<file path="src/rtl/video_sync_decoder.sv">
// Composite sync separator: slices sync from raw ADC samples with hysteresis, classifies
// pulse widths, and tracks x/y position, field parity, the active window and loss of lock.
module video_sync_decoder #(
  parameter int ADC_WIDTH        = 12,
  parameter int HYST             = 64,
  parameter int HSYNC_MIN_WIDTH  = 120,
  parameter int VSYNC_MIN_WIDTH  = 800,
  parameter int HALF_LINE        = 1180,
  parameter int BACK_PORCH_DELAY = 175,
  parameter int ACTIVE_WIDTH     = 1920,
  parameter int V_ACTIVE_START   = 21,
  parameter int V_ACTIVE_LINES   = 240,
  parameter int X_WIDTH          = 12,
  parameter int Y_WIDTH          = 10
) (
  input  logic                 clk,
  input  logic                 rst_n,
  input  logic                 sample_valid,
  input  logic [ADC_WIDTH-1:0] adc_data,
  input  logic [ADC_WIDTH-1:0] sync_thresh,
  output logic                 h_sync_pulse,
  output logic                 v_sync_pulse,
  output logic                 field,
  output logic                 active_video,
  output logic [X_WIDTH-1:0]   x_coord,
  output logic [Y_WIDTH-1:0]   y_coord,
  output logic                 sync_lost
);

  localparam int ADC_EXT = ADC_WIDTH + 1;
  localparam logic [ADC_EXT-1:0] HYST_EXT  = ADC_EXT'(HYST);
  localparam logic [X_WIDTH-1:0] X_ONE     = X_WIDTH'(1);
  localparam logic [X_WIDTH-1:0] X_MAX     = {X_WIDTH{1'b1}};
  localparam logic [X_WIDTH-1:0] X_PRE_MAX = X_WIDTH'((1 << X_WIDTH) - 2);
  localparam logic [Y_WIDTH-1:0] Y_ONE     = Y_WIDTH'(1);
  localparam logic [Y_WIDTH-1:0] Y_MAX     = {Y_WIDTH{1'b1}};
  localparam logic [X_WIDTH-1:0] HS_MIN    = X_WIDTH'(HSYNC_MIN_WIDTH);
  localparam logic [X_WIDTH-1:0] VS_MIN    = X_WIDTH'(VSYNC_MIN_WIDTH);
  localparam logic [X_WIDTH-1:0] HALF_X    = X_WIDTH'(HALF_LINE);
  localparam logic [X_WIDTH-1:0] ACT_X_LO  = X_WIDTH'(BACK_PORCH_DELAY);
  localparam logic [X_WIDTH-1:0] ACT_X_HI  = X_WIDTH'(BACK_PORCH_DELAY + ACTIVE_WIDTH);
  localparam logic [Y_WIDTH-1:0] ACT_Y_LO  = Y_WIDTH'(V_ACTIVE_START);
  localparam logic [Y_WIDTH-1:0] ACT_Y_HI  = Y_WIDTH'(V_ACTIVE_START + V_ACTIVE_LINES);

  typedef enum logic {LVL_VIDEO = 1'b0, LVL_SYNC = 1'b1} level_e;

  level_e               level_q, level_d;
  logic [X_WIDTH-1:0]   low_cnt_q, low_cnt_d;
  logic [X_WIDTH-1:0]   x_q, x_d;
  logic [Y_WIDTH-1:0]   y_q, y_d;
  logic                 field_q, field_d;
  logic                 field_next_q, field_next_d;
  logic                 v_pend_q, v_pend_d;
  logic                 sync_lost_q, sync_lost_d;
  logic                 h_pulse_q, h_pulse_d;
  logic                 v_pulse_q, v_pulse_d;
  logic                 active_q, active_d;

  logic [ADC_EXT-1:0]   leave_thresh;
  logic                 enter_sync, leave_sync, sync_end;
  logic                 is_vsync, is_hsync, in_x, in_y;
  logic [X_WIDTH-1:0]   x_sat;
  logic [Y_WIDTH-1:0]   y_sat;

  // Slicer: leave threshold kept one bit wider so a large threshold never wraps low.
  always_comb begin
    leave_thresh = {1'b0, sync_thresh} + HYST_EXT;
    enter_sync   = adc_data < sync_thresh;
    leave_sync   = {1'b0, adc_data} >= leave_thresh;
    level_d      = level_q;
    sync_end     = 1'b0;
    if (sample_valid) begin
      case (level_q)
        LVL_VIDEO: if (enter_sync) level_d = LVL_SYNC;
        LVL_SYNC: begin
          if (leave_sync) begin
            level_d  = LVL_VIDEO;
            sync_end = 1'b1;
          end
        end
        default: level_d = LVL_VIDEO;
      endcase
    end
  end

  always_comb begin
    low_cnt_d    = low_cnt_q;
    x_d          = x_q;
    y_d          = y_q;
    field_d      = field_q;
    field_next_d = field_next_q;
    v_pend_d     = v_pend_q;
    sync_lost_d  = sync_lost_q;
    active_d     = active_q;
    h_pulse_d    = 1'b0;
    v_pulse_d    = 1'b0;

    x_sat    = (x_q == X_MAX) ? X_MAX : x_q + X_ONE;
    y_sat    = (y_q == Y_MAX) ? Y_MAX : y_q + Y_ONE;
    is_vsync = sync_end && (low_cnt_q > VS_MIN);
    is_hsync = sync_end && !is_vsync && (low_cnt_q > HS_MIN);
    in_x     = (x_q > ACT_X_LO) && (x_q <= ACT_X_HI);
    in_y     = (y_q >= ACT_Y_LO) && (y_q < ACT_Y_HI);

    if (sample_valid) begin
      active_d = in_x && in_y && (level_q == LVL_VIDEO) && !sync_lost_q;

      if (sync_end)
        low_cnt_d = '0;
      else if (level_d == LVL_SYNC && low_cnt_q != X_MAX)
        low_cnt_d = low_cnt_q + X_ONE;

      x_d = x_sat;
      // Line watchdog: a full counter span without H-sync drops lock and any pending V-sync.
      if (x_q == X_PRE_MAX) begin
        sync_lost_d = 1'b1;
        v_pend_d    = 1'b0;
      end

      if (is_vsync) begin
        v_pend_d     = 1'b1;
        field_next_d = (x_q >= HALF_X);
      end

      if (is_hsync) begin
        h_pulse_d   = 1'b1;
        x_d         = '0;
        sync_lost_d = 1'b0;
        if (v_pend_q) begin
          v_pulse_d = 1'b1;
          y_d       = '0;
          field_d   = field_next_q;
          v_pend_d  = 1'b0;
        end else begin
          y_d = y_sat;
        end
      end
    end
  end

  always_ff @(posedge clk or negedge rst_n) begin
    if (!rst_n) begin
      level_q      <= LVL_VIDEO;
      low_cnt_q    <= '0;
      x_q          <= '0;
      y_q          <= '0;
      field_q      <= 1'b0;
      field_next_q <= 1'b0;
      v_pend_q     <= 1'b0;
      sync_lost_q  <= 1'b1;
      h_pulse_q    <= 1'b0;
      v_pulse_q    <= 1'b0;
      active_q     <= 1'b0;
    end else begin
      level_q      <= level_d;
      low_cnt_q    <= low_cnt_d;
      x_q          <= x_d;
      y_q          <= y_d;
      field_q      <= field_d;
      field_next_q <= field_next_d;
      v_pend_q     <= v_pend_d;
      sync_lost_q  <= sync_lost_d;
      h_pulse_q    <= h_pulse_d;
      v_pulse_q    <= v_pulse_d;
      active_q     <= active_d;
    end
  end

  assign h_sync_pulse = h_pulse_q;
  assign v_sync_pulse = v_pulse_q;
  assign field        = field_q;
  assign active_video = active_q;
  assign x_coord      = x_q;
  assign y_coord      = y_q;
  assign sync_lost    = sync_lost_q;

endmodule
</file>
<file path="config.mk">
export PLATFORM = sky130hd
export DESIGN_NAME = video_sync_decoder
export DESIGN_NICKNAME = d
export VERILOG_FILES = /design/src/rtl/video_sync_decoder.sv
export SDC_FILE = /design/constraint.sdc
export NUM_CORES = 1
export LEC_CHECK = 0
export CORE_MARGIN = 4
export CORE_UTILIZATION = 55
export CTS_CLUSTER_DIAMETER = 30
export DETAILED_ROUTE_END_ITERATION = 6
export PLACE_DENSITY_LB_ADDON = 0.08
export SKIP_LAST_GASP = 1
export SLEW_MARGIN = 10
export SYNTH_ARGS = -nofsm -noshare
export SYNTH_HDL_FRONTEND = slang
export SYNTH_SLANG_ARGS = --single-unit
</file>
<file path="constraint.sdc">
create_clock -name clk -period 5.4 [get_ports clk]
set_clock_uncertainty 0.15 [all_clocks]
set_input_delay 1.08 -clock clk [delete_from_list [all_inputs] [get_ports clk]]
set_output_delay 1.08 -clock clk [all_outputs]
set_load 0.02 [all_outputs]
</file>
==> summary.md, run 1 <==
* 43 — maximum number of pins on one net before global-route repair
* clkbuf_8 — CTS Root Buffer Type
* 100.0% — fraction of registers with async set or reset after synthesis
* 0 — global-route congestion overflow total
* 11820 µm — wire length of the first global-routing pass
* 22.59% — Layout area overhead
* 0 — number of gates given a new drive strength after cts
* 36.29% — GRT met2 Usage
* 6796 µm — Detailed Route WL
* no — setup repair after global routing missed its margin
* dfrtp_1 35%, ha_1 12%, a21oi_1 5.6%, nand3_1 4.6%, nand2_1 4.2% — top cells by area, synth
* or4_1 — Max stage delay cell, worst path
* 248.9 nW/µm² — power density over the cells
* dfrtp_1 — predominant post-synthesis flop cell
* 2 — CTS H-tree lvls
* 6570 µm² — area enclosed by the die boundary
* 2.089% — xor-xnor portion of the synthesized cell area
* 2642 — number of global-route vias before repair
* 0 — remaining antenna violation count
* 2726 — number of vias in the routed layout
* 0.8810 — final weighted congestion in routability-driven placement
* 248.4 MHz — Peak Freq
* 3503 µm² — placement-stage cell area
* 35.85% — sequential element share of the synthesized area
* met2 — GRT busiest layer
* 0 — setup fix buffers added after clock tree synthesis
* 2430 ps — register-to-register path setup slack
* 55 — number of distinct library cells after synthesis
* 371.7 ps — Post-Route Hold Slack
* register — kind of end point of the critical path
* 1.634 nW — P_leak
* 0 — reported max-cap violation count
* dfrtp_1 — post-synthesis cell type with the largest combined area
* 22.40% — GRT Overall Usage
* 34.95% — share of Yosys cell area claimed by the top area cell type
* 3598 µm² — Finished Cell Area
* 1373 ps — minimum setup slack in the final design
* 36.60% — Max transition margin
* primary input — type of element launching the critical path
* 30.65% — global-route track usage on met1
* 5 — iteration count of the initial detailed-routing pass
* 0 — number of diodes
* simple AND/OR/NAND/NOR gates — main combinational cell family by area after synthesis
* 2 — maximum buffer depth of the clock tree
* 22.63% — synthesized-area fraction occupied by and/or/nand/nor cells
* 0 — total of hold buffers inserted after clock tree synthesis
* 54 — number of I/O pins
* in -> reg — Worst Path Class, Setup
* 154 — number of DRC markers in iteration 0
* 11.51% — adder-cell share of the synthesized area
* 0 — post-detailed-route DRC marker count
* 53 — number of buffers added on ports
* 201.3 µV — worst vdd ir
* 5140 µm² — area of the placeable core
* 80 ps — post-CTS clock slew at the launch and capture registers of the worst setup and hold paths
* 0 — pins over their slew limit
* 21.23% — post-synthesis compound-gate area fraction
* 0 — total setup violations reported at the end of the flow
* 70.01% — post-layout util
* reg -> reg — type of the tightest min-delay check
* 950.9 ps — transition time of the tightest slew-check pin
* 0 — final hold vios
* 42 — count of clock tree sinks
* 0 — Post-synth EDFFs
* 0 — initial antenna violation count
* 14 — largest fanout on the critical path
* 5.862 — vias per cell
* 14.62 µm — wire length per cell
* 0 — synthesis warning total
* 8.583 µm² — average cell area after synthesis
* 81.06 µm — Die Y-Extent
* 4.324% — met3 capacity usage during global routing
* 1.407% — post-synthesis mux area share
* 4027 ps — fin crit period
* complete, no violations — run status
* 448 — layout net count
* 5.823% — fraction of layout cells with a size suffix above 1
* 0 ps — aggregate negative setup slack
* 26 — row cnt
* 5 — total clock buffers created by CTS
* 74.57% — post-route clock period utilization
* 81.06 µm — Horiz. Die Dim
* 1131 ps — minimum setup slack after placement
* 5019 µm — Detail Placement HPWL
* 42 — flip-flop and latch count after synthesis
* 4090 ps — critical path data arrival time
* 342 — Mapped Cells
* 396 — Post-Syn Nets
* 290 ps — Skew-Pair Late Insertion Delay
* done — TritonCTS clock tree
* 5460 ps — worst path required time
* 57.11% — Initial Util
* 2935 µm² — Cell Area, Synth
* clkdlybuf4s50_1, ha_1, nand3_1, xnor2_1, ha_1, a21oi_1, nor2b_1, o21ai_0, nand2b_1, or4_1, o21ai_0 — cell-by-cell listing of the critical path
* 590 ps — largest incremental delay on the critical path
[report_power, final]
group / internal, mW / switching (mW)
sequential: 0.352 / 0.0594
clock: 0.106 / 0.113
combinational: 0.125 / 0.141
[per-layer routing]
| layer | vias up | share of wire, % |
|---|---|---|
| li1 | 1349 | - |
| met1 | 1299 | 48 |
| met2 | 73 | 47 |
| met3 | 5 | 5.3 |
| met4 | 0 | 0.56 |
| met5 | - | 0 |
[per-stage QoR]
stage | total power, mW | instances
after detailed placement | 0.6822 | 457
after CTS | 0.9032 | 465
after global placement | 0.6737 | 457
after global routing | 0.9593 | 465
final | 0.8958 | 465
after floorplan | 0.5683 | 342
[cell families after synthesis]
logic type	after synthesis
XOR/XNOR	7
AO/OA/AOI/OAI	94
flip-flops	42
adder cells (fa/ha/maj)	27
buffers and inverters	36
AND/OR/NAND/NOR	132
multiplexers	4
[state kept, by name, summed over array words and instances, names as in the netlist]
name          flops
low_cnt_q        12
x_coord          12
y_coord          10
active_video      1
field             1
field_next_q      1
h_sync_pulse      1
level_q           1
sync_lost         1
v_pend_q          1
v_sync_pulse      1
[synthesized netlist by cell type, types with 4 or more instances]
| cell | instances |
|---|---|
| and3_1 | 8 |
| xnor2_1 | 7 |
| nand3_1 | 27 |
| a31oi_1 | 7 |
| nand4_1 | 6 |
| dfrtp_1 | 41 |
| nand2_1 | 33 |
| clkbuf_1 | 6 |
| nor2b_1 | 5 |
| nor3_1 | 7 |
| inv_1 | 27 |
| a21oi_1 | 33 |
| o211ai_1 | 4 |
| nor2_1 | 24 |
| and4_1 | 4 |
| a31o_2 | 4 |
| o21ai_0 | 14 |
| ha_1 | 27 |
[path summary, 6_finish.rpt]
| kind | start | to | cells after the start |
|---|---|---|---|
| max | sync_thresh[6] | low_cnt_q[6] | 11 |
| min | field_next_q | field | 1 |
| max reg2reg | low_cnt_q[0] | y_coord[8] | 10 |
| min reg2reg | field_next_q | field | 1 |
| max in group asynchronous | rst_n | field | 1 |
| min in group asynchronous | rst_n | v_sync_pulse | 1 |
[final cells by class]
| type | count | area [µm²] |
|---|---|---|
| Clock buffer | 7 | 86.33 |
| Clock inverter | 1 | 8.758 |
| Fill cell | 463 | 1541 |
| Inverter | 28 | 110.1 |
| Multi-Input combinational cell | 264 | 1728 |
| Sequential cell | 42 | 1052 |
| Tap cell | 70 | 87.58 |
| Timing Repair Buffer | 53 | 525.5 |
[layout by cell type (no fill, tap or decap), drive strengths merged, types with 3 or more instances in the layout]
cell type / Yosys / final
inv: 27 / 28
nor3: 7 / 7
o21ai: 16 / 16
ha: 27 / 27
a211oi: 4 / 4
nand4: 6 / 6
a31oi: 7 / 7
a21o: 3 / 3
o211ai: 4 / 4
nor2: 24 / 24
nand3: 27 / 27
clkdlybuf4s50: 0 / 52
a21oi: 34 / 34
or4: 3 / 3
and4: 4 / 4
clkbuf: 6 / 7
mux2i: 3 / 3
o31ai: 3 / 3
nand2b: 3 / 3
or3: 3 / 3
a31o: 4 / 4
nor2b: 5 / 5
and3: 8 / 8
dfrtp: 41 / 41
xnor2: 7 / 7
nand2: 34 / 34
[worst max-delay path, delay by kind of cell]
| kind | cells | cell delay (ps) |
|---|---|---|
| AOI/OAI and AO/OA | 3 | 610 |
| xor gates and xnor gates | 1 | 140 |
| adders and majority gates | 2 | 540 |
| buffers and inverters | 1 | 560 |
| and+or+nand+nor | 4 | 1150 |
Note: power is estimated with default switching activity, not from simulation.
==> run 2, diff against run 1 <==
--- a/config.mk
+++ b/config.mk
@@ -6,7 +6,7 @@
 export NUM_CORES = 1
 export LEC_CHECK = 0
 export CORE_MARGIN = 4
-export CORE_UTILIZATION = 55
+export CORE_UTILIZATION = 53
 export CTS_CLUSTER_DIAMETER = 30
 export DETAILED_ROUTE_END_ITERATION = 6
 export PLACE_DENSITY_LB_ADDON = 0.08
==> constraint.sdc (replaced) <==
create_clock -name clk -period 3.75 [get_ports clk]
set_clock_uncertainty 0.15 [all_clocks]
set_input_delay 0.75 -clock clk [delete_from_list [all_inputs] [get_ports clk]]
set_output_delay 0.75 -clock clk [all_outputs]
set_load 0.02 [all_outputs]
==> run 2 against run 1 <==
  * Final cell count increased by 1.1%
  * Power up 45%
  * Critical path depth shrank 2
  * First-iteration DRC count decreased by 21%
  * Clock-buffer cell count is the same
  * Sequential share of layout area shrank 0.30 points
  * Register-to-register slack got worse by 1600 ps
  * Wire length down 0.35%
  * Sequential power rose by 45%
  * Non-clock buffer count up 5
  * Die area grew 3.4%
  * Critical endpoint is now low_cnt_q[7]
  * Largest power group unchanged
  * Highest routed layer unchanged
==> summary.md, run 2 (synthesis gave the netlist of run 1 again) <==
* met4 — highest metal layer used by the detailed router, unchanged
* 26 — row cnt, unchanged
* primary input — type of element launching the critical path, unchanged
* complete, no violations — run status, unchanged
* or4_1 — Max stage delay cell, worst path, unchanged
* 0 — setup fix buffers added after clock tree synthesis, unchanged
* clkdlybuf4s50_1 — most common cell after layout, fill and taps aside, unchanged
* 3336 ps — fin crit period
* 52 x clkdlybuf4s50_1, 41 x dfrtp_1, 33 x nand2_1, 33 x a21oi_1 — commonest cells after routing, fill and taps aside, unchanged
* 0 — global-route congestion overflow total, unchanged
* 82.42 µm — Die Y-Extent, was 81.06 µm
* 4 — iteration count of the initial detailed-routing pass, was 5
* 422 — fill cell instance count of the final layout, was 463
* 54 — number of I/O pins, unchanged
* 56.04% — Initial Util, was 57.11%
* 2 — CTS H-tree lvls, unchanged
* 3830 ps — worst path required time, was 5460 ps
* 0 — number of gates given a new drive strength after cts, unchanged
* 11250 µm — wire length of the first global-routing pass, was 11820 µm
* 88.97% — post-route clock period utilization
* no — setup repair after global routing missed its margin, unchanged
* done — TritonCTS clock tree, unchanged
* 520 ps — largest incremental delay on the critical path, was 590 ps
* 0 — remaining antenna violation count, unchanged
* 2 — count of buffering cells on the critical path with inverters included, was 1
* 0 — total setup violations reported at the end of the flow, unchanged
* 6772 µm — Detailed Route WL, was 6796 µm
* 14 — largest fanout on the critical path, unchanged
* 7.000% — fraction of layout cells with a size suffix above 1, was 5.823%
* 380.7 ps — Post-Route Hold Slack, was 371.7 ps
* 0 — post-detailed-route DRC marker count, unchanged
* 4986 µm — Detail Placement HPWL, was 5019 µm
* 5 — total clock buffers created by CTS, unchanged
* 121 — number of DRC markers in iteration 0, was 154
* 24.6% — portion of total power attributed to the clock network, was 24.5%
* 3420 ps — critical path data arrival time, was 4090 ps
* reg -> reg — type of the tightest min-delay check, unchanged
* clkdlybuf4s50_1, inv_1, ha_1, a211oi_1, o211ai_1, a211o_1, and2_1, or4_1, a21oi_1 — cell-by-cell listing of the critical path, was clkdlybuf4s50_1, ha_1, nand3_1, xnor2_1, ha_1, a21oi_1, nor2b_1, o21ai_0, nand2b_1, or4_1, o21ai_0
* 357.9 nW/µm² — power density over the cells, was 248.9 nW/µm²
* 0 — final hold vios, unchanged
* 42 — count of clock tree sinks, unchanged
* 14.41 µm — wire length per cell, was 14.62 µm
* 90 ps — post-CTS clock slew at the launch and capture registers of the worst setup and hold paths, was 80 ps
* 2698 — number of vias in the routed layout, was 2726
* 310 ps — Skew-Pair Late Insertion Delay, was 290 ps
* 0.8201 — final weighted congestion in routability-driven placement, was 0.8810
* in -> reg — Worst Path Class, Setup, unchanged
* 0 — number of diodes, unchanged
* 43 — maximum number of pins on one net before global-route repair, unchanged
* 35.17% — Switching Share, was 34.98%
* 5238 µm² — area of the placeable core, was 5140 µm²
* compound AO/OA/AOI/OAI gates — gate family responsible for the most delay along the worst path, was simple AND/OR/NAND/NOR gates
* 45.7% — part of the total power dissipated in sequential elements, was 45.9%
* 327 µm — detailed-routed wire length on met3, was 359 µm
* 453 — layout net count, was 448
* clkbuf_8 — CTS Root Buffer Type, unchanged
* 0 — total of hold buffers inserted after clock tree synthesis, unchanged
* 6793 µm² — area enclosed by the die boundary, was 6570 µm²
* 0 — reported max-cap violation count, unchanged
* 0.8437 mW — internal power consumption, was 0.5824 mW
* 5.740 — vias per cell, was 5.862
* 1.301 mW — sum of internal, switching and leakage power, was 0.8958 mW
* 82.42 µm — Horiz. Die Dim, was 81.06 µm
* 0 ps — aggregate negative setup slack, unchanged
* 20.96% — GRT Overall Usage, was 22.40%
* 299.7 MHz — Peak Freq
* 53 — number of buffers added on ports, unchanged
* 0.4576 mW — switching power total, was 0.3134 mW
* 29.7% — combinational fraction of design power, was 29.6%
* 0 — pins over their slew limit, unchanged
* 3340 µm — post-route met1 wirelength, was 3238 µm
* 0 — initial antenna violation count, unchanged
* 2489 — number of global-route vias before repair, was 2642
* 1.657 nW — P_leak, was 1.634 nW
* register — kind of end point of the critical path, unchanged
* 3023 µm — Routed met2 length, was 3161 µm
* 35.76% — Max transition margin, was 36.60%
* 23.87% — Layout area overhead, was 22.59%
* 2 — maximum buffer depth of the clock tree, unchanged
* 304.7 µV — worst vdd ir, was 201.3 µV
* 963.6 ps — transition time of the tightest slew-check pin, was 950.9 ps
-- run 2: per-stage QoR --
| stage | setup WS [ps] | util, % | cells | area [µm²] |
|---|---|---|---|---|
| 2_1_floorplan | 704.1 | - | 342 | 2935 |
| 4_1_cts | 428.4 | 69.42 | 470 | 3636 |
| 3_5_place_dp | 114.4 | 67.61 | 462 | 3541 |
| 5_1_grt | 207.3 | 69.42 | 470 | 3636 |
| 3_3_place_gp | 175.3 | 67.61 | 462 | 3541 |
| 6_report | 413.8 | 69.42 | 470 | 3636 |
-- run 2: final timing paths --
check | slack, ps | end | start | cells after the start
worst max register to register | 870 | y_coord[3] | low_cnt_q[0] | 10
max in group asynchronous | 2400 | v_sync_pulse | rst_n | 1
worst min-delay path | 380 | field | field_next_q | 1
min in group asynchronous | 440 | low_cnt_q[3] | rst_n | 1
worst min register to register | 380 | field | field_next_q | 1
worst max-delay path | 410 | low_cnt_q[7] | sync_thresh[11] | 9
-- run 2: cell type report --
| type | count | area, µm² | share of cell area, % |
|---|---|---|---|
| Clock buffer | 7 | 86.33 | 2.374 |
| Clock inverter | 1 | 8.758 | 0.2409 |
| Inverter | 28 | 110.1 | 3.028 |
| Multi-Input combinational cell | 264 | 1728 | 47.52 |
| Sequential cell | 42 | 1052 | 28.94 |
| Tap cell | 70 | 87.58 | 2.409 |
| Timing Repair Buffer | 58 | 563.0 | 15.49 |
-- run 2: routing by layer --
layer,up-vias,global-route usage (%)
met2,57,33.01
met4,0,5.980
met1,1273,29.60
met3,7,3.471
li1,1361,-
met5,-,0
-- run 2: power groups by stage --
stage / clock network, mW / registers, mW / logic [mW]
2_1_floorplan: 0 / 0.615 / 0.203
4_1_cts: 0.325 / 0.592 / 0.390
5_1_grt: 0.342 / 0.611 / 0.437
3_3_place_gp: 0 / 0.599 / 0.379
6_report: 0.320 / 0.595 / 0.387
3_5_place_dp: 0 / 0.600 / 0.387
==> run 3, diff against run 2 <==
--- a/config.mk
+++ b/config.mk
@@ -9,6 +9,7 @@
 export CORE_UTILIZATION = 53
 export CTS_CLUSTER_DIAMETER = 30
 export DETAILED_ROUTE_END_ITERATION = 6
+export GPL_TIMING_DRIVEN = 0
 export PLACE_DENSITY_LB_ADDON = 0.08
 export SKIP_LAST_GASP = 1
 export SLEW_MARGIN = 10
==> run 3 against run 2 <==
  * Flip-flop and latch count is the same
  * Clock power grew 19%
  * Fmax shrank 6.5%
  * Design area grew 1.4%
  * Sequential share of layout area shrank 0.39 points
  * First-iteration DRC count grew 2.5%
  * Via count grew 2.5%
  * Die area is the same
  * Worst hold slack lost 240 ps
  * Sequential power shrank 1%
  * Wire length grew 1.4%
  * Critical endpoint is now x_coord[7]
  * Highest routed layer unchanged
==> summary.md, run 3 (synthesis gave the netlist of run 1 again) <==
* 0 — number of diodes, unchanged
* y_coord[9] — critical register-to-register path endpoint, was y_coord[3]
* 457 — layout net count, was 453
* 82.42 µm — Horiz. Die Dim, unchanged
* 54 — number of I/O pins, unchanged
* 2765 — number of vias in the routed layout, was 2698
* 280.3 MHz — Peak Freq, was 299.7 MHz
* 124 — number of DRC markers in iteration 0, was 121
* 21.82% — GRT Overall Usage, was 20.96%
* x_coord[7] — critical path endpoint, was low_cnt_q[7]
* 538.7 ps — transition time of the tightest slew-check pin, was 963.6 ps
* 310 ps — Skew-Pair Late Insertion Delay, about the same
* 0 — reported max-cap violation count, unchanged
* 1728 µm² — area of the multi-input gates, unchanged
* 0 — initial antenna violation count, unchanged
* 0 ps — aggregate negative setup slack, unchanged
* 137.3 ps — Post-Route Hold Slack, was 380.7 ps
* 357.4 µV — worst vdd ir, was 304.7 µV
* 11590 µm — wire length of the first global-routing pass, was 11250 µm
* complete, no violations — run status, unchanged
* 52 x clkdlybuf4s50_1, 41 x dfrtp_1, 33 x nand2_1, 33 x a21oi_1 — commonest cells after routing, fill and taps aside, unchanged
* 80 ps — post-CTS clock slew at the launch and capture registers of the worst setup and hold paths, was 90 ps
* 0 — remaining antenna violation count, unchanged
* 820 ps — register-to-register path setup slack, was 870 ps
* 5150 µm — Detail Placement HPWL, was 4986 µm
* 14.49 µm — wire length per cell, was 14.41 µm
* 0 — total setup violations reported at the end of the flow, unchanged
* 5.833 — vias per cell, was 5.740
* 95.12% — post-route clock period utilization, was 88.97%
* 0 — total of hold buffers inserted after clock tree synthesis, unchanged
* 63.16% — Max transition margin, was 35.76%
* 2 — maximum buffer depth of the clock tree, unchanged
* 0 — setup fix buffers added after clock tree synthesis, unchanged
* primary input — type of element launching the critical path, unchanged
* in -> reg — Worst Path Class, Setup, unchanged
* 0.8668 — final weighted congestion in routability-driven placement, was 0.8201
* 25.58% — Layout area overhead, was 23.87%
* 0 — final hold vios, unchanged
* 3630 ps — critical path data arrival time, was 3420 ps
* 2 — CTS H-tree lvls, unchanged
* no — setup repair after global routing missed its margin, unchanged
* 10 — r2r worst-path depth, unchanged
* clkbuf_8 — CTS Root Buffer Type, unchanged
* 1052 µm² — sequential cell area in the final layout, unchanged
* met4 — highest metal layer used by the detailed router, unchanged
* low_cnt_q[0] — Crit Reg-Reg Startpoint, unchanged
* 3268 µm — post-route met1 wirelength, was 3340 µm
* 26 — row cnt, unchanged
* 6866 µm — Detailed Route WL, was 6772 µm
* clkdlybuf4s50_1 — most common cell after layout, fill and taps aside, unchanged
* 369.8 nW/µm² — power density over the cells, was 357.9 nW/µm²
* 53 — number of buffers added on ports, unchanged
* 82.42 µm — Die Y-Extent, unchanged
* 3069 µm — Routed met2 length, was 3023 µm
* done — TritonCTS clock tree, unchanged
* 3810 ps — worst path required time, was 3830 ps
* 42 — count of clock tree sinks, unchanged
* sync_thresh[6] — launching element of the worst setup path, was sync_thresh[11]
* 6.683% — fraction of layout cells with a size suffix above 1, was 7.000%
* 5238 µm² — area of the placeable core, unchanged
* register — kind of end point of the critical path, unchanged
* 0 — post-detailed-route DRC marker count, unchanged
* 5 — total clock buffers created by CTS, unchanged
* 454 µm — detailed-routed wire length on met3, was 327 µm
* 10 — largest fanout on the critical path, was 14
* 6793 µm² — area enclosed by the die boundary, unchanged
* 427 — fill cell instance count of the final layout, was 422
* 2516 — number of global-route vias before repair, was 2489
* 3567 ps — fin crit period, was 3336 ps
* 1.676 nW — P_leak, was 1.657 nW
* 37 — maximum number of pins on one net before global-route repair, was 43
* 0 — pins over their slew limit, unchanged
* in -> async — type of the tightest min-delay check, was reg -> reg
* 0 — global-route congestion overflow total, unchanged
* 4 — iteration count of the initial detailed-routing pass, unchanged
* 56.04% — Initial Util, unchanged
## run 3: worst min-delay path by stage
stage | from | endpoint | slack (ps) | depth (start not counted)
finish | rst_n | low_cnt_q[10] | 140 | 1
global route | rst_n | low_cnt_q[3] | 140 | 1
CTS | rst_n | low_cnt_q[10] | 140 | 1
detailed placement | field_next_q | field | 360 | 1
global placement | field_next_q | field | 360 | 1
floorplan | rst_n | active_video | 300 | 0
## run 3: per-layer routing
layer,vias up,GRT usage (%)
met4,0,5.648
met3,8,4.013
met2,76,33.25
met5,-,0
li1,1370,-
met1,1311,31.76
## run 3: cell type report
cell class              count  area share [%]
plain buffers               8           1.256
clock buffers               7           2.342
clock inverters             1          0.8147
inverters                  28           2.987
multi-input cells         264           46.88
flip-flops and latches     42           28.55
well taps                  70           2.376
repair buffers             54           14.80
## run 3: what timing repair did
action / in CTS / in global routing
resized for setup: 0 / 2
endpoints found under the setup margin: 0 / 10
endpoints found under the hold margin: 0 / 0
## run 3: per-stage QoR
step	area (µm²)	instances	power [mW]	util, %	setup slack, ps
4_1_cts	3685	474	1.369	70.35	84.99
6_report	3686	474	1.363	70.38	182.9
3_5_place_dp	3568	466	0.9877	68.13	-216.2
5_1_grt	3686	474	1.451	70.38	2.542
3_3_place_gp	3553	465	0.9765	67.85	-182.5
2_1_floorplan	2935	342	0.8184	-	704.1
## run 3: power by group
group / internal [mW] / total, mW / switching (mW)
Clock: 0.217 / 0.382 / 0.165
Combinational: 0.183 / 0.392 / 0.208
Sequential: 0.507 / 0.589 / 0.0824
Total: 0.907 / 1.36 / 0.456
## run 3: critical path, stage by stage
cell	delay [ps]
clkdlybuf4s50_1	560
ha_1	250
nand3_1	110
xnor2_1	140
ha_1	290
a21oi_1	160
nor2b_1	60
o21ai_0	410
nand3_1	180
nand2_2	220
clkinv_4	140
buf_8	170
nor3_1	200
